File: src/rtl/pkt_dispatcher.sv
// Packet-atomic 1-to-N dispatcher: round-robin pick at sop, locked to the engine until eop.
// Ports: clk/reset, i_data_in/i_valid_in/i_ready_out ingress, o_data_out/o_valid_out/o_ready_in
// engine side, cfg_enable_mask, o_busy, o_err_pulse, o_pkt_count, o_drop_count.
// Optional: define PKT_DISPATCH_STATS_EN to build the packet/drop counters (else tied to 0).
module pkt_dispatcher #(
  parameter int NOC_WIDTH = 600,
  parameter int NUM_OUT   = 4
) (
  input  logic                  clk,
  input  logic                  reset,
  input  logic [NOC_WIDTH-1:0]  i_data_in,
  input  logic                  i_valid_in,
  output logic                  i_ready_out,
  output logic [NOC_WIDTH-1:0]  o_data_out,
  output logic [NUM_OUT-1:0]    o_valid_out,
  input  logic [NUM_OUT-1:0]    o_ready_in,
  input  logic [NUM_OUT-1:0]    cfg_enable_mask,
  output logic                  o_busy,
  output logic                  o_err_pulse,
  output logic [NUM_OUT*32-1:0] o_pkt_count,
  output logic [15:0]           o_drop_count
);

  localparam int LW = NOC_WIDTH / 4;
  localparam int PW = $clog2(NUM_OUT);
  localparam logic [PW:0] NW = (PW+1)'(NUM_OUT);

  typedef enum logic {
    S_IDLE,
    S_BUSY
  } state_t;

  state_t r_state;
  state_t w_state_nxt;

  logic [PW-1:0] r_sel;
  logic [PW-1:0] w_sel_nxt;
  logic [PW-1:0] r_rr;
  logic [PW-1:0] w_rr_nxt;
  logic [PW-1:0] w_tgt;
  logic [PW-1:0] w_tgt_inc;
  logic [PW:0]   w_idx;

  logic r_err;
  logic w_err_nxt;
  logic w_sop;
  logic w_eop;
  logic w_found;
  logic w_ready;
  logic w_drop;

  logic [NUM_OUT-1:0] w_elig;
  logic [NUM_OUT-1:0] w_valid;

  assign o_data_out = i_data_in;

  always_comb begin
    w_sop = 1'b0;
    w_eop = 1'b0;
    for (int l = 0; l < 4; l++) begin
      w_sop = w_sop | (i_data_in[(l+1)*LW-1] & i_data_in[(l+1)*LW-2]);
      w_eop = w_eop | (i_data_in[(l+1)*LW-1] & i_data_in[(l+1)*LW-3]);
    end
  end

  // Rotating-priority search starting at r_rr, wrapping modulo NUM_OUT.
  always_comb begin
    w_elig  = cfg_enable_mask & o_ready_in;
    w_found = 1'b0;
    w_tgt   = '0;
    w_idx   = '0;
    for (int i = 0; i < NUM_OUT; i++) begin
      w_idx = {1'b0, r_rr} + (PW+1)'(i);
      if (w_idx >= NW) w_idx = w_idx - NW;
      if (!w_found && w_elig[w_idx[PW-1:0]]) begin
        w_found = 1'b1;
        w_tgt   = w_idx[PW-1:0];
      end
    end
    w_idx = {1'b0, w_tgt} + (PW+1)'(1);
    if (w_idx >= NW) w_idx = '0;
    w_tgt_inc = w_idx[PW-1:0];
  end

  always_comb begin
    w_state_nxt = r_state;
    w_sel_nxt   = r_sel;
    w_rr_nxt    = r_rr;
    w_err_nxt   = 1'b0;
    w_ready     = 1'b0;
    w_valid     = '0;
    w_drop      = 1'b0;
    unique case (r_state)
      S_IDLE: begin
        if (w_sop) begin
          if (w_found) begin
            w_ready        = 1'b1;
            w_valid[w_tgt] = i_valid_in;
            if (i_valid_in) begin
              w_sel_nxt = w_tgt;
              w_rr_nxt  = w_tgt_inc;
              if (!w_eop) w_state_nxt = S_BUSY;
            end
          end
        end else begin
          w_ready = 1'b1;
          if (i_valid_in) begin
            w_drop    = 1'b1;
            w_err_nxt = 1'b1;
          end
        end
      end
      S_BUSY: begin
        w_ready        = o_ready_in[r_sel];
        w_valid[r_sel] = i_valid_in;
        if (i_valid_in && w_ready) begin
          if (w_eop) w_state_nxt = S_IDLE;
          // sop inside a packet: forwarded anyway, flagged as missing eop
          if (w_sop) w_err_nxt = 1'b1;
        end
      end
      default: begin
        w_state_nxt = S_IDLE;
      end
    endcase
  end

  always_ff @(posedge clk or posedge reset) begin
    if (reset) begin
      r_state <= S_IDLE;
      r_sel   <= '0;
      r_rr    <= '0;
      r_err   <= 1'b0;
    end else begin
      r_state <= w_state_nxt;
      r_sel   <= w_sel_nxt;
      r_rr    <= w_rr_nxt;
      r_err   <= w_err_nxt;
    end
  end

  // Handshake is forced idle while reset is held so nothing leaks out.
  assign i_ready_out = w_ready & ~reset;
  assign o_valid_out = reset ? '0 : w_valid;
  assign o_busy      = (r_state == S_BUSY);
  assign o_err_pulse = r_err;

`ifdef PKT_DISPATCH_STATS_EN
  logic [31:0]   r_pkt_cnt [NUM_OUT];
  logic [15:0]   r_drop_cnt;
  logic          w_xfer;
  logic          w_done;
  logic [PW-1:0] w_done_idx;

  assign w_xfer = i_valid_in & i_ready_out;
  assign w_done = w_xfer & w_eop &
                  ((r_state == S_BUSY) | w_sop);
  assign w_done_idx = (r_state == S_BUSY) ? r_sel : w_tgt;

  always_ff @(posedge clk or posedge reset) begin
    if (reset) begin
      for (int k = 0; k < NUM_OUT; k++) r_pkt_cnt[k] <= '0;
      r_drop_cnt <= '0;
    end else begin
      if (w_done)
        r_pkt_cnt[w_done_idx] <= r_pkt_cnt[w_done_idx] + 32'd1;
      if (w_drop && (r_drop_cnt != 16'hFFFF))
        r_drop_cnt <= r_drop_cnt + 16'd1;
    end
  end

  for (genvar k = 0; k < NUM_OUT; k++) begin : g_cnt
    assign o_pkt_count[32*k +: 32] = r_pkt_cnt[k];
  end
  assign o_drop_count = r_drop_cnt;
`else
  assign o_pkt_count  = '0;
  assign o_drop_count = '0;
`endif

endmodule

File: config.mk
export PLATFORM = sky130hd
export DESIGN_NAME = pkt_dispatcher
export DESIGN_NICKNAME = d
export VERILOG_FILES = /design/src/rtl/pkt_dispatcher.sv
export SDC_FILE = /design/constraint.sdc
export NUM_CORES = 1
export LEC_CHECK = 0
export CORE_AREA = 2 2 523 525
export CTS_BUF_LIST = sky130_fd_sc_hd__clkbuf_8
export DETAILED_ROUTE_END_ITERATION = 8
export DIE_AREA = 0 0 525 527
export HOLD_SLACK_MARGIN = 0.12
export PLACE_DENSITY = 0.3
export SLEW_MARGIN = 10
export SYNTH_ARGS = -nofsm -noshare
export SYNTH_HDL_FRONTEND = slang
export SYNTH_SLANG_ARGS = --single-unit
export TNS_END_PERCENT = 5
File: constraint.sdc
create_clock -name clk -period 1.8 [get_ports clk]
set_input_delay 0.36 -clock clk [delete_from_list [all_inputs] [get_ports clk]]
set_output_delay 0.36 -clock clk [all_outputs]
set_load 0.02 [all_outputs]
# --- After elaboration in Yosys (flattened, before gate mapping) ---
# Index checks and enable logic that the tools add are counted.
# W data, S select, Z words.
totals:
  reg_bits: 6
  inputBits: 611
  output_inout_bits: 751
  wordCells: 100
classes:
  n_addsub: 8
  magnitude_cmp: 13
  muxes: 45
  n_bitwise: 20
  n_reduce_logical: 10
op_table:
  columns: ["operator", "count"]
  rows:
  - ["$mux W1", 22]
  - ["$lt A2 B3 Y1 const B", 6]
  - ["$mux W2", 9]
  - ["$and A4 B4 Y4", 3]
  - ["$ge A3 B3 Y1 const B", 4]
  - ["$mux W4", 3]
  - ["$bmux W1 S2", 5]
  - ["$and A1 B1 Y1", 9]
  - ["$pmux W4 S2", 1]
  - ["$sub A2 B1 Y2 const B", 4]
  - ["$add A2 B1 Y3 const B", 2]
  - ["$add A2 B2 Y3 const B", 2]
  - ["$logic_and A1 B1 Y1", 6]
  - ["$or A1 B1 Y1", 6]
  - ["$pmux W1 S2", 3]
  - ["$demux W1 S2", 2]
  - ["$ge A2 B1 Y1 const B", 2]
  - ["$reduce_and A4 Y1", 1]
  - ["$ge A2 B3 Y1 const B", 1]
  - ["$logic_not A1 Y1", 3]
  - ["$not A1 Y1", 2]

# --- Depth between registers and ports, before layout ---
depth:
  depth_word: 23
  ltp_mapped: 7
  depth_no_buf: 7

# --- Worst setup path before layout ---
# OpenSTA, ideal clock, no wires.
synth_path:
  path_type: "input port to output port"
  startpoint: "in cfg_enable_mask[0]"
  endpoint: "out o_valid_out[2]"
  arrival_ns: 1.687
  required_time_ns: 1.440
  path_slack_ns: -0.247
  stages: 6
  n_path_buf: 0
  path_cell_list: "nand2_1 o2111ai_1 a31oi_1 ha_1 inv_1 o32ai_1"
synth_via:
  elab_chain_cells: 22
  word_cells_on_any_way: 33
  cone_classes: "order compare (2); mux (22); bitwise (2); reduce/logical (7)"
synth_lines:
  columns: ["element", "line_no", "source"]
  rows:
  - ["start, declared", "17", "input logic [NUM_OUT-1:0] cfg_enable_mask,"]
  - ["$and A4 B4 Y4 (*)", "68", "w_elig = cfg_enable_mask & o_ready_in;"]
  - ["$bmux W1 S2", "75", "if (!w_found && w_elig[w_idx[PW-1:0]]) begin"]
  - ["$mux W1 (not written as such)", "75", null]
  - ["$mux W1", "75", null]
  - ["$logic_not A1 Y1", "75", null]
  - ["$logic_and A1 B1 Y1", "75", null]
  - ["$mux W1", "75", null]
  - ["$logic_not A1 Y1", "75", null]
  - ["[5 not listed]", null, null]
  - ["net w_tgt[1]", "40", "logic [PW-1:0] w_tgt;"]
  - ["[1 not listed]", null, null]
  - ["$logic_and A1 B1 Y1 (not written as such)", "98", "w_valid[w_tgt] = i_valid_in;"]
  - ["$mux W1 (not written as such)", "98", null]
  - ["$demux W1 S2 (*)", "98", null]
  - ["$and A4 B4 Y4 (no line) (*)", null, null]
  - ["$mux W4 (*)", "96", "if (w_found) begin"]
  - ["$mux W4 (*)", "95", "if (w_sop) begin"]
  - ["$pmux W4 S2 (*)", "93", "unique case (r_state)"]
  - ["$mux W4 (*)", "144", "assign o_valid_out = reset ? '0 : w_valid;"]
  - ["end, declared", "15", "output logic [NUM_OUT-1:0] o_valid_out,"]
# Mark *: on every way through the listed nets, which the timed path passes. The rest lies on a longest branch. The select of a mux whose other input is x is not followed.

# --- Worst setup path after layout ---
layout_path:
  startpoint: "reg r_rr[0]"
  endpoint: "out o_valid_out[1]"
layout_via:
  elab_chain_cells: 23
  word_cells_on_any_way: 47
  cone_classes: "add/sub (7); order compare (6); mux (26); bitwise (1); reduce/logical (7)"
layout_lines:
  columns: ["element", "line_no", "source"]
  rows:
  - ["start, declared", "38", "logic [PW-1:0] r_rr;"]
  - ["start signal, assigned", "137", "r_rr <= w_rr_nxt;"]
  - ["parallel branches: the longest is 13 deep, another holds $add A2 B1 Y3", null, null]
  - ["$mux W2 (*)", "75", null]
  - ["net w_tgt[0]", "40", null]
  - ["$lt A2 B3 Y1 (not written as such) / $ge A2 B1 Y1 (equally long branches)", "98", null]
  - ["$logic_and A1 B1 Y1 (not written as such)", "98", null]
  - ["$mux W1 (not written as such)", "98", null]
  - ["$demux W1 S2 (*)", "98", null]
  - ["$and A4 B4 Y4 (no line) (*)", null, null]
  - ["$mux W4 (*)", "96", null]
  - ["$mux W4 (*)", "95", null]
  - ["$pmux W4 S2 (*)", "93", null]
  - ["$mux W4 (*)", "144", null]
# Mark *: on every way through the listed nets, which the timed path passes. The select of a mux whose other input is x is not followed.

==> reports/qor.csv <==
stage,metric,value,unit
pwr,power.leakage,1.182,nW
drt,wl_per_cell,34.54,um
critical_path,reg2reg_depth,5,
pwr,clockPowerShare,12.1,%
synthesis,synth_compound_area_share,2.810,%
synthesis,yosysWarnings,0,
pwr,p_comb_share,73.4,%
drt,first_pass_iters,4,
drt,wl,133900,um
synthesis,synth-xor-area-share,0,%
sta,drv_slew,0,
sta,fmax,0.4352,GHz
synthesis,synth_edf_count,0,
placement,dp_cells,3871,
finish,multi_input_area,1027,sq um
cts,cts_tree,yes,
sta,hold_viol_final,0,
synthesis,ys_ff_latch,6,
global_routing,grt.total_usage,9.279,%
critical_path,crit_path_top_delay_cell,dfrtp_1,
sta,post-route-period-util,127.6,%
cts,h-tree-depth,1,
finish,fillers,32394,
critical_path,required,1.44,ns
global_routing,grt_max_degree,9,
run_status,status,"finished, violations left",
placement,port_buffers,41,
cts,clk_path_buf_depth,2,
sta,rsz0062_at_grt,true,
synthesis,synthCells,812,
critical_path,critical_path_depth,7,
synthesis,synth_most_common_cell,buf_4,
run_status,violations,setup timing,
synthesis,seq_area_frac_synth,2.443,%
synthesis,synth_top_family_by_area,buffers and inverters,
synthesis,syn_area_per_cell,7.567,sq um
critical_path,cp-end-kind,primary output,
finish,regArea,150.1,sq um
sta,fin_crit,2.298,ns
synthesis,synthDistinctLibCells,26,
pwr,seqPwrFrac,14.5,%
synthesis,yosysTopAreaCell,buf_4,
floorplanning,dieWidth,525,um
floorplanning,rows,192,
finish,drive_above_1_share,26.22,%
drt,vias_per_cell,0.6398,
flow_run,cap_violations,0,
pwr,power.internal,0.7950,mW
synthesis,synth_simple_gate_area_share,1.751,%
floorplanning,ioPinCount,1362,
sta,setup_ws,-0.4976,ns
critical_path,path_class,reg -> out,
synthesis,synth-adder-area-share,0.8145,%
drt,drc,0,
global_routing,grt_first_pass_wirelength,140400,um
synthesis,yosys-top-cells-area,"buf_4, dfrtp_1, ha_1, nand2_1, a22oi_1",
global_routing,grt_pass1_vias,2296,
cts,cts_made_buffers,3,
critical_path,crit_path_max_incr_delay,0.38,ns
floorplanning,initial_core_util,2.262,%
critical_path,path_cells,"nand3b_1, o211ai_1, a21oi_2, ha_2, inv_2, o32ai_4, buf_12",
synthesis,ys.flop_type,dfrtp_1,
worst_hold_path,hold_path_class,in -> async,
global_routing,antenna_found_initial,5,
critical_path,crit_family,compound AO/OA/AOI/OAI gates,
pwr,switchingPower,0.8616,mW
synthesis,synthArstFlopShare,100.0,%
floorplanning,coreArea,271700,sq um
synthesis,synth_mux_area_share,0.7330,%
global_routing,overflow,0,
synthesis,synthTopCellsByCount,"buf_4, nand2_1, inv_1, dfrtp_1",
critical_path,critPathBufInv,2,
cts,insertion_delay,0.23,ns
floorplanning,die_area,276700,sq um
critical_path,cp_max_fo,4,
cts,cts_hold_buf,0,
sta,setup_viol,5,
finish,fin_cells,3876,
cts,cts_root_buffer,clkbuf_8,
finish,syn_to_final_growth,7.086,%
finish,nNetsFinal,903,
placement,gp_congestion,0.7784,
placement,place_ws,-0.9999,ns
sta,skew,0.001289,ns
drt,drtAntennaViolNets,0,
placement,dp_hpwl,131400,um
synthesis,synthesis.area,6145,sq um
drt,dr_total_vias,2480,
synthesis,netlist.area_leader.share,90.90,%
cts,cts_sinks,6,
pwr,p_per_area,251.7,nW/um^2
drt,drtIter0Drc,112,
critical_path,arrival,1.94,ns
cts,clk_pin_slew_worst_paths,0.04,ns
pwr,swShare,52.01,%
critical_path,start_kind,flop,
pwr,ir_drop,199.2,uV
floorplanning,die_h,527,um
[registers in the layout, indices dropped and copies added (netlist names)]
register	flops
r_sel	2
o_busy	1
o_err_pulse	1
r_rr	2
[cells in the final DEF (no fill, tap or decap), types with 2 or more instances in the layout]
master	count
buf_4	28
o32ai_4	2
nand2_2	2
clkbuf_8	3
o211ai_1	2
ha_1	2
conb_1	144
clkdlybuf4s15_2	2
buf_12	19
a22oi_2	3
nand3_1	4
a21oi_2	3
ha_2	2
dlygate4sd2_1	9
clkdlybuf4s50_1	9
nand2_1	9
mux2_2	2
clkdlybuf4s15_1	2
inv_2	2
dfrtp_1	6
a21oi_1	2
nand3b_1	2
a22oi_1	2
dlymetal6s2s_1	2
and2_1	2
inv_1	6
[power by group through the flow]
stage	clock [mW]	combinational [mW]	sequential (mW)
6_report	0.200	1.22	0.241
5_1_grt	0.213	1.30	0.245
4_1_cts	0.206	1.21	0.239
3_3_place_gp	0	1.14	0.241
2_1_floorplan	0	2.71	0.271
3_5_place_dp	0	1.14	0.238
[layout make-up]
class | instances | share of cell area (%)
Tap cell | 3589 | 68.24
Antenna cell | 1 | 0.03803
Timing Repair Buffer | 72 | 12.74
Sequential cell | 6 | 2.282
Clock buffer | 3 | 0.6275
Inverter | 8 | 0.4564
Multi-Input combinational cell | 197 | 15.61
[layer usage]
layer	vias up	GRT usage [%]	part of all wire (%)
met5	-	0.4329	0.13
met4	2	4.455	5.1
met3	250	22.79	52
met2	1014	12.83	39
met1	662	0.7573	3.0
li1	552	-	-
[final timing paths]
check	slack [ns]	start	endpoint
worst max-delay path	-0.50	r_rr[0]	o_valid_out[1]
worst min-delay path	0.38	reset	o_err_pulse
worst max register to register	0.15	r_rr[0]	r_rr[1]
worst min register to register	0.59	r_rr[0]	r_rr[0]
max in group asynchronous	1.29	reset	r_rr[1]
min in group clk	0.59	r_rr[0]	r_rr[0]
[worst register-to-register path, stage by stage, from the launching register on]
cell,delay (ns)
dfrtp_1,0.38
nand3b_1,0.19
o211ai_1,0.14
a21oi_2,0.28
ha_1,0.28
mux2_2,0.25
[repair_timing]
| action | 4_1_cts | 5_1_grt |
|---|---|---|
| hold endpoints to repair | 0 | 0 |
| setup endpoints to repair | 9 | 7 |
| gates resized for setup | 42 | 5 |
| pin swaps | 12 | 5 |
| setup buffers | 1 | 0 |
[cells by family after synthesis]
| logic type | after synthesis |
|---|---|
| multiplexers | 3 |
| adder cells (fa/ha/maj) | 4 |
| other | 1 |
| buffers and inverters | 752 |
| flip-flops | 6 |
| AO/OA/AOI/OAI | 24 |
| AND/OR/NAND/NOR | 22 |
[through the flow]
stage / hold slack, ns / instance area [sq um] / power [mW] / util (%) / setup TNS [ns]
CTS: 0.3761 / 6559 / 1.654 / 2.414 / -2.053
finish: 0.3778 / 6580 / 1.657 / 2.422 / -2.127
floorplan: 0.1724 / 6696 / 2.983 / - / -0.1182
global placement: 0.5595 / 6435 / 1.382 / 2.368 / -5.731
detailed placement: 0.5679 / 6435 / 1.379 / 2.368 / -5.716
global route: 0.3847 / 6580 / 1.757 / 2.422 / -2.592
No activity file was read; power rests on OpenSTA's default activity.
